$ cat src/rtl/sweep_pkg.sv
// Shared definitions for the truth-table sweeper: state encoding and
// vector/counter dimensions.
package sweep_pkg;

    localparam int NUM_VEC = 16;
    localparam int VEC_W   = 4;
    localparam int CNT_W   = 4;

    typedef enum logic [1:0] {
        IDLE   = 2'd0,
        HOLD   = 2'd1,
        SAMPLE = 2'd2,
        FINISH = 2'd3
    } sweep_state_e;

endpackage

$ cat src/rtl/sweep_settle_timer.sv
// Settle-window counter: clears to 0, counts up while enabled, and flags
// terminal count when the count equals SETTLE.
module sweep_settle_timer
    import sweep_pkg::*;
#(
    parameter int unsigned SETTLE = 2
) (
    input  logic clk,
    input  logic rst,
    input  logic clr_i,
    input  logic en_i,
    output logic tc_o
);

    if (SETTLE > 15) begin : g_settle_range
        $error("sweep_settle_timer: SETTLE must be in 0..15");
    end

    localparam logic [CNT_W-1:0] SETTLE_C = CNT_W'(SETTLE);

    logic [CNT_W-1:0] cnt_q, cnt_d;

    // Next count: clear has priority over increment.
    always_comb begin
        cnt_d = cnt_q;
        if (clr_i) begin
            cnt_d = '0;
        end else if (en_i) begin
            cnt_d = cnt_q + 1'b1;
        end
    end

    // Count register with synchronous reset.
    always_ff @(posedge clk) begin
        if (rst) begin
            cnt_q <= '0;
        end else begin
            cnt_q <= cnt_d;
        end
    end

    assign tc_o = (cnt_q == SETTLE_C);

endmodule

$ cat src/rtl/truth_table_sweeper.sv
// Truth-table sweeper: steps {A,B,C,D} through 0..15, holds each vector
// SETTLE+1 cycles, samples f_in in a following SAMPLE cycle, then compares
// the captured table against 'expected' in a one-cycle FINISH state.
// Optional macro SWEEP_ERRIDX_EN adds fail_idx/fail_any (lowest mismatch).
// start is a single-cycle request, honoured only in IDLE; there is no
// back-pressure and no queuing of requests made while busy or finishing.
module truth_table_sweeper
    import sweep_pkg::*;
#(
    parameter int unsigned SETTLE = 2
) (
    input  logic               clk,
    input  logic               rst,
    input  logic               start,
    input  logic [NUM_VEC-1:0] expected,
    input  logic               f_in,
    output logic               A,
    output logic               B,
    output logic               C,
    output logic               D,
    output logic               busy,
    output logic               done,
    output logic               pass,
    output logic [NUM_VEC-1:0] table_out,
`ifdef SWEEP_ERRIDX_EN
    output logic [VEC_W-1:0]   fail_idx,
    output logic               fail_any,
`endif
    output sweep_state_e       state_dbg
);

    sweep_state_e       state_q, state_d;
    logic [VEC_W-1:0]   vec_q, vec_d;
    logic [NUM_VEC-1:0] table_q, table_d;
    logic               busy_q, busy_d;
    logic               done_q, done_d;
    logic               pass_q, pass_d;
    logic               tmr_clr, tmr_en, tmr_tc;

`ifdef SWEEP_ERRIDX_EN
    logic [VEC_W-1:0]   fidx_q, fidx_d;
    logic               fany_q, fany_d;
    logic [NUM_VEC-1:0] mism;
    logic [VEC_W-1:0]   low_idx;

    // Priority encoder: lowest index where the captured table disagrees.
    always_comb begin
        mism    = table_q ^ expected;
        low_idx = '0;
        for (int i = NUM_VEC - 1; i >= 0; i--) begin
            if (mism[i]) begin
                low_idx = VEC_W'(i);
            end
        end
    end
`endif

    sweep_settle_timer #(.SETTLE(SETTLE)) u_timer (
        .clk   (clk),
        .rst   (rst),
        .clr_i (tmr_clr),
        .en_i  (tmr_en),
        .tc_o  (tmr_tc)
    );

    // Next-state and datapath updates for the sweep sequencer.
    always_comb begin
        state_d = state_q;
        vec_d   = vec_q;
        table_d = table_q;
        busy_d  = busy_q;
        done_d  = 1'b0;
        pass_d  = pass_q;
        tmr_clr = 1'b0;
        tmr_en  = 1'b0;
`ifdef SWEEP_ERRIDX_EN
        fidx_d  = fidx_q;
        fany_d  = fany_q;
`endif
        case (state_q)
            IDLE: begin
                if (start) begin
                    state_d = HOLD;
                    vec_d   = '0;
                    table_d = '0;
                    busy_d  = 1'b1;
                    pass_d  = 1'b0;
                    tmr_clr = 1'b1;
                end
            end
            HOLD: begin
                if (tmr_tc) begin
                    state_d = SAMPLE;
                end else begin
                    tmr_en = 1'b1;
                end
            end
            SAMPLE: begin
                table_d[vec_q] = f_in;
                tmr_clr        = 1'b1;
                if (vec_q != VEC_W'(NUM_VEC - 1)) begin
                    vec_d   = vec_q + 1'b1;
                    state_d = HOLD;
                end else begin
                    state_d = FINISH;
                end
            end
            FINISH: begin
                done_d  = 1'b1;
                busy_d  = 1'b0;
                pass_d  = (table_q == expected);
                state_d = IDLE;
`ifdef SWEEP_ERRIDX_EN
                fidx_d  = low_idx;
                fany_d  = |mism;
`endif
            end
            default: begin
                state_d = IDLE;
            end
        endcase
    end

    // State and output registers; reset aborts any sweep without done.
    always_ff @(posedge clk) begin
        if (rst) begin
            state_q <= IDLE;
            vec_q   <= '0;
            table_q <= '0;
            busy_q  <= 1'b0;
            done_q  <= 1'b0;
            pass_q  <= 1'b0;
`ifdef SWEEP_ERRIDX_EN
            fidx_q  <= '0;
            fany_q  <= 1'b0;
`endif
        end else begin
            state_q <= state_d;
            vec_q   <= vec_d;
            table_q <= table_d;
            busy_q  <= busy_d;
            done_q  <= done_d;
            pass_q  <= pass_d;
`ifdef SWEEP_ERRIDX_EN
            fidx_q  <= fidx_d;
            fany_q  <= fany_d;
`endif
        end
    end

    assign {A, B, C, D} = vec_q;
    assign busy         = busy_q;
    assign done         = done_q;
    assign pass         = pass_q;
    assign table_out    = table_q;
    assign state_dbg    = state_q;
`ifdef SWEEP_ERRIDX_EN
    assign fail_idx     = fidx_q;
    assign fail_any     = fany_q;
`endif

endmodule
$ cat config.mk
export PLATFORM = sky130hd
export DESIGN_NAME = truth_table_sweeper
export DESIGN_NICKNAME = d
export VERILOG_FILES = /design/src/rtl/sweep_pkg.sv /design/src/rtl/sweep_settle_timer.sv /design/src/rtl/truth_table_sweeper.sv
export SDC_FILE = /design/constraint.sdc
export NUM_CORES = 1
export LEC_CHECK = 0
export CAP_MARGIN = 20
export CORE_ASPECT_RATIO = 0.7
export CORE_MARGIN = 3
export CORE_UTILIZATION = 65
export DETAILED_ROUTE_END_ITERATION = 8
export DONT_BUFFER_PORTS = 1
export PLACE_DENSITY = 0.81
export SLEW_MARGIN = 0
export SYNTH_ARGS = -nofsm -noshare
export SYNTH_HDL_FRONTEND = slang
export SYNTH_SLANG_ARGS = --single-unit
$ cat constraint.sdc
create_clock -name clk -period 4.2 [get_ports clk]
set_input_delay 0.63 -clock clk [delete_from_list [all_inputs] [get_ports clk]]
set_output_delay 0.63 -clock clk [all_outputs]
set_load 0.01 [all_outputs]
==> impl_metrics.py, run 1 <==
metrics = {
    "floorplan": {
        "io_pins": 45,
        "rows": 14,
        "start_util": 0.708,
        "die_h_um": 47.2,
        "die_w_um": 64.8,
        "core_area_um2": 2220,
        "dieArea_um2": 3060,
    },
    "flow_run": {
        "max-cap-violations": 0,
    },
    "critical_path": {
        "path_depth": 0,
        "crit_path_end_kind": "output port",
        "path_class": "flip-flop to output port",
        "crit_required_ns": 3.57,
        "start_kind": "flip-flop",
        "r2r_cells": 4,
        "cp.arrival_ns": 1.10,
        "crit_path_max_fanout": 18,
    },
    "timing": {
        "max_freq_mhz": 579,
        "fin_skew_ns": 0.00429,
        "fin_crit_sh": 0.411,
        "finalMaxSlewViolations": 0,
        "hold_ws_ns": 0.347,
        "setup_tns_ns": 0,
        "maxSlewHeadroom": 0.557,
        "rsz0062_at_grt": "false",
        "setup_viol": 0,
        "finalCriticalPeriod_ns": 1.73,
        "tightest_slew_ns": 0.664,
        "final_hold_viol_count": 0,
    },
    "final_layout": {
        "fin_util": 0.726,
        "final_cells": 210,
        "area_growth_pct": 2.62,
        "n_antenna_cell": 0,
        "seq_area_um2": 581,
        "nets": 203,
        "n_fill_cell": 178,
        "drive_gt1_frac": 0.0955,
        "multi_input_area_um2": 921,
    },
    "routing": {
        "drt_first_iter_violations": 90,
        "vias_per_cell": 6.36,
        "drtAntennaViolNets": 0,
        "wl_per_cell_um": 17.5,
        "dr.pass1.iters": 4,
        "dr_total_vias": 1335,
        "drc": 0,
        "wl_um": 3670,
    },
    "placed_design": {
        "io_buffers": 0,
        "gp_congestion": 0.881,
        "dp.cells": 202,
        "hpwl_um": 2670,
    },
    "global_route": {
        "grt_pass1_vias": 1147,
        "grt_start_max_net_pins": 28,
        "antenna_found_initial": 0,
        "grt-ovfl-total": 0,
        "track_usage": 0.244,
        "grt_first_pass_wirelength_um": 5470,
    },
    "logic_synthesis": {
        "syn_nets": 206,
        "synth_cell_types": 34,
        "ys.flop_type": "dfxtp_1",
        "yosysSeqAreaShare": 0.369,
        "ys.warnings.count": 0,
        "synthArstFlopShare": 0,
        "synth-seq-cells": 29,
        "syn_avg_cell_area_um2": 8.74,
        "synth_cells": 180,
        "synth_edf_count": 0,
        "syn-cell-area_um2": 1570,
    },
    "power": {
        "irDropWorstVdd_uv": 257,
        "p_per_area_nw_per_um2": 313,
        "leakage_nw": 0.544,
        "power_mw": 0.506,
    },
    "clock_network": {
        "cts_root_buf": "clkbuf_4",
        "clk_pin_slew_ns": 0.09,
        "cts_tree": "yes",
        "cts-hold-fix-buffers": 0,
        "clock_path_buffers": 2,
        "cts_resized": 0,
        "htreeDepth": 2,
        "numClockSinks": 29,
        "insertion_delay_ns": 0.34,
        "cts_buffers": 5,
        "cts_setup_buffers": 0,
    },
    "status": {
        "status": "finished clean",
    },
    "hold_path": {
        "hold_path_depth": 1,
        "hp-class": "input pin to flip-flop",
    },
}
## cells in the final DEF (no fill, tap or decap), drive strengths merged
master / n
dfxtp: 29
nor3: 4
xnor2: 7
and3: 2
a32oi: 1
and2: 3
o21bai: 2
xor2: 13
a211oi: 4
nor2: 9
clkinv: 2
o211ai: 11
a21oi: 21
o21ai: 1
inv: 6
o311ai: 4
nor2b: 3
clkbuf: 6
ha: 6
nor3b: 1
nand3: 16
nand4: 7
a21o: 2
nand2b: 6
nand2: 8
nor4: 3
and2b: 1
## through the flow
step	setup slack, ns	cell area [µm²]
2_1_floorplan	2.81	1570
3_3_place_gp	2.54	1560
3_5_place_dp	2.51	1560
4_1_cts	2.48	1620
5_1_grt	2.32	1620
6_report	2.47	1620
## layer usage
layer | global-route usage | vias to the layer above | share of wire | wire length [µm]
li1 | - | 639 | - | -
met3 | 0.0933 | 9 | 0.11 | 397
met4 | 0.109 | 0 | 0.016 | 58
met1 | 0.333 | 619 | 0.47 | 1710
met2 | 0.343 | 68 | 0.41 | 1500
met5 | 0 | - | 0 | 0
## path summary, 6_finish.rpt
kind                    startpoint                to  slack [ns]
setup / recovery          vec_q[2]                 B        2.47
hold / removal                 rst      state_dbg[0]        0.35
setup reg to reg      state_dbg[1]      table_out[2]        2.49
hold reg to reg   u_timer.cnt_q[3]  u_timer.cnt_q[3]        0.53
## synth_stat cells, types with 3 or more instances
cell,instances,area (µm²)
xor2_1,13,114
o311ai_0,4,35.0
nand2b_1,6,37.5
and2_4,3,26.3
clkbuf_1,7,26.3
nand4_1,7,43.8
nand2_1,8,30.0
nor2b_1,3,18.8
xnor2_1,7,61.3
a21oi_1,20,100
dfxtp_1,29,581
o211ai_1,11,82.6
ha_1,6,75.1
inv_1,6,22.5
nor3_1,3,15.0
nand3_1,16,80.1
nor2_1,9,33.8
nor4_1,3,18.8
## area by class of cell
class / count / area share
multi-input cells: 135 / 0.570
flip-flops and latches: 29 / 0.359
clock buffers: 6 / 0.0256
well taps: 32 / 0.0248
inverters: 6 / 0.0139
clock inverters: 2 / 0.00620
## flip-flops by register name, summed over array words and instances (netlist names)
register       flops
table_out         16
u_timer.cnt_q      4
vec_q              4
state_dbg          2
busy               1
done               1
pass               1
## where the power goes
part / switching, mW / internal, mW / total (mW)
clock network: 0.101 / 0.0635 / 0.165
logic: 0.0291 / 0.0199 / 0.0491
registers: 0.0114 / 0.281 / 0.292
## worst register-to-register path, delay by kind of cell, from the launching register on
kind	cells	cell delay (ns)
flops	1	0.63
simple gates	2	0.58
compound gates	2	0.44
## logic make-up after synthesis
kind of cell	Yosys count	share of synthesized area
buffers and inverters	16	0.0461
XOR/XNOR	20	0.111
flip-flops	29	0.369
AND/OR/NAND/NOR	63	0.222
AO/OA/AOI/OAI	46	0.204
adder cells (fa/ha/maj)	6	0.0477
(Power assumes the default switching activity.)
==> run 2: changes to the inputs <==
ABC_AREA = 1   (was not set)
CORE_UTILIZATION = 62   (was 65)
PLACE_DENSITY = 0.78   (was 0.81)
clock period = 1.7 ns   (was 4.2 ns; I/O delays follow)
==> run 2 against run 1 <==
Against the previous run: via count is 19% higher; non-clock buffer count is 4 higher; clock skew is 0.00062 ns lower; power grew to 2.9 times the previous value; clock power grew to 3.4 times the previous value; global-route usage is 0.76 points higher; synthesized area is 3.9% higher; sequential power is 150% higher; sequential cell count stayed put; setup slack worse by 2.3 ns; critical path type is now flip-flop to flip-flop; largest cell class unchanged.
==> impl_metrics.py, run 2 <==
metrics = {
    "final_layout": {
        "drive_gt1_frac": 0.0924,
        "layout.cells.most_common_list": "nand2_1 (60), inv_1 (35), dfxtp_1 (29)",
        "n_antenna_cell": 0,
        "nets": 275,
        "fin_area_um2": 1760,
        "final_common_cell": "nand2_1",
        "largest_reg_flops": 16,
        "area_growth_pct": 7.73,
    },
    "timing": {
        "rsz0062_at_grt": "false",
        "setup_viol": 0,
        "fin_skew_ns": 0.00366,
        "maxSlewHeadroom": 0.690,
        "finalMaxSlewViolations": 0,
        "tightest_slew_ns": 0.464,
        "fin_crit_sh": 0.909,
        "hold_ws_ns": 0.0331,
        "setup_tns_ns": 0,
        "max_freq_mhz": 647,
        "finalCriticalPeriod_ns": 1.55,
        "final_hold_viol_count": 0,
    },
    "status": {
        "status": "finished clean",
    },
    "clock_network": {
        "numClockSinks": 29,
        "cts_setup_buffers": 0,
        "cts_resized": 0,
        "insertion_delay_ns": 0.28,
        "cts-hold-fix-buffers": 0,
        "cts_root_buf": "clkbuf_8",
        "htreeDepth": 2,
        "cts_tree": "yes",
        "clk_pin_slew_ns": 0.06,
        "cts_buffers": 5,
        "clock_path_buffers": 2,
    },
    "logic_synthesis": {
        "ys.flop_type": "dfxtp_1",
        "synth_cell_types": 25,
        "yosysTopAreaCell": "dfxtp_1",
        "synth_common_cells": "nand2_1 (60), inv_1 (35), dfxtp_1 (29)",
        "ys.warnings.count": 0,
        "syn-cell-area_um2": 1640,
        "synth_edf_count": 0,
        "synth_cells": 245,
        "netlist_top_cells_area": "dfxtp_1 (36%), nand2_1 (14%), inv_1 (8.0%)",
        "yosysSeqAreaShare": 0.355,
        "synthArstFlopShare": 0,
        "syn_nets": 271,
        "syn_avg_cell_area_um2": 6.67,
        "synth-seq-cells": 29,
        "yosysMostFrequentCell": "nand2_1",
        "synth_top_area_share": 0.355,
    },
    "global_route": {
        "track_usage": 0.252,
        "grtUsageMet2": 0.378,
        "antenna_found_initial": 0,
        "met3_usage": 0.0945,
        "use_met1": 0.327,
        "top_usage_layer": "met2",
        "grt_pass1_vias": 1461,
        "grt-ovfl-total": 0,
        "grt_first_pass_wirelength_um": 6380,
        "grt_start_max_net_pins": 20,
    },
    "critical_path": {
        "cp_common_cell": "nand2_2",
        "crit_required_ns": 1.91,
        "r2r_cells": 7,
        "start_kind": "flip-flop",
        "crit_chain": "ha_1 -> nand3_1 -> nand2_2 -> nand2_2 -> nand2_1 -> o21ai_1 -> a21oi_1",
        "max_stage_delay_ns": 0.47,
        "path_class": "flip-flop to flip-flop",
        "crit_path_end_kind": "flip-flop",
        "crit_path_max_fanout": 6,
        "crit_slowest_cell": "dfxtp_1",
        "cp.arrival_ns": 1.75,
    },
    "routing": {
        "vias_per_cell": 5.65,
        "dr.pass1.iters": 4,
        "drc": 0,
        "wl_um": 3890,
        "drtAntennaViolNets": 0,
        "wl_per_cell_um": 13.8,
        "drt_first_iter_violations": 108,
        "dr_total_vias": 1589,
    },
    "power": {
        "leakage_nw": 0.737,
        "p_per_area_nw_per_um2": 828,
        "irDropWorstVdd_uv": 555,
    },
    "placed_design": {
        "io_buffers": 0,
        "hpwl_um": 2890,
        "gp_congestion": 0.799,
        "place_area_um2": 1650,
    },
    "floorplan": {
        "dieArea_um2": 3300,
        "die_h_um": 49.0,
        "start_util": 0.707,
        "rows": 14,
        "io_pins": 45,
        "core_area_um2": 2310,
        "die_w_um": 67.4,
    },
    "hold_path": {
        "hp-class": "input pin to flip-flop",
        "hold_path_depth": 1,
    },
    "flow_run": {
        "max-cap-violations": 0,
    },
}
==> run 2: cells by family after synthesis <==
group,Yosys count,share of synthesized area
fa+ha+maj,6,0.0459
compound gates,46,0.142
xor+xnor,3,0.0161
buf+inv,47,0.118
flops,29,0.355
simple gates,114,0.323
==> run 2: area by class of cell <==
cell class | count | area, µm²
multi-input combinational | 169 | 862
sequential | 29 | 581
timing repair buffer | 4 | 42.5
clock buffer | 7 | 86.3
tap | 32 | 40.0
fill | 183 | 551
inverter | 40 | 150
==> run 2: power by group <==
| part | internal [mW] | total, mW | leakage, nW | switching, mW |
|---|---|---|---|---|
| sequential | 0.695 | 0.722 | 0.234 | 0.0272 |
| combinational | 0.0599 | 0.170 | 0.458 | 0.110 |
| clock | 0.320 | 0.566 | 0.0443 | 0.246 |
==> run 2: critical path, delay by kind of cell, from the launching register on <==
family / cells / cell delay (ns)
and+or+nand+nor: 4 / 0.44
DFF: 1 / 0.47
adders and majority gates: 1 / 0.37
AOI/OAI and AO/OA: 2 / 0.20
==> run 2: metrics by stage <==
stage	util	std cells	worst slack, ns	total power, mW
floorplan	-	245	0.461	0.866
global placement	0.713	272	0.275	0.883
detailed placement	0.713	272	0.212	0.890
CTS	0.750	279	0.180	1.45
global route	0.762	281	0.0276	1.53
finish	0.762	281	0.155	1.46
==> run 2: worst paths after layout <==
path | start | to | slack (ns)
worst min-delay path | rst | busy | 0.03
worst max register to register | vec_q[0] | vec_q[3] | 0.15
worst max-delay path | vec_q[0] | vec_q[3] | 0.15
worst min register to register | busy | busy | 0.51
==> run 2: layer usage <==
metal | vias up | wire length, µm
met3 | 11 | 376
met5 | - | 0
met4 | 0 | 76
met1 | 694 | 1680
met2 | 79 | 1760
li1 | 805 | -
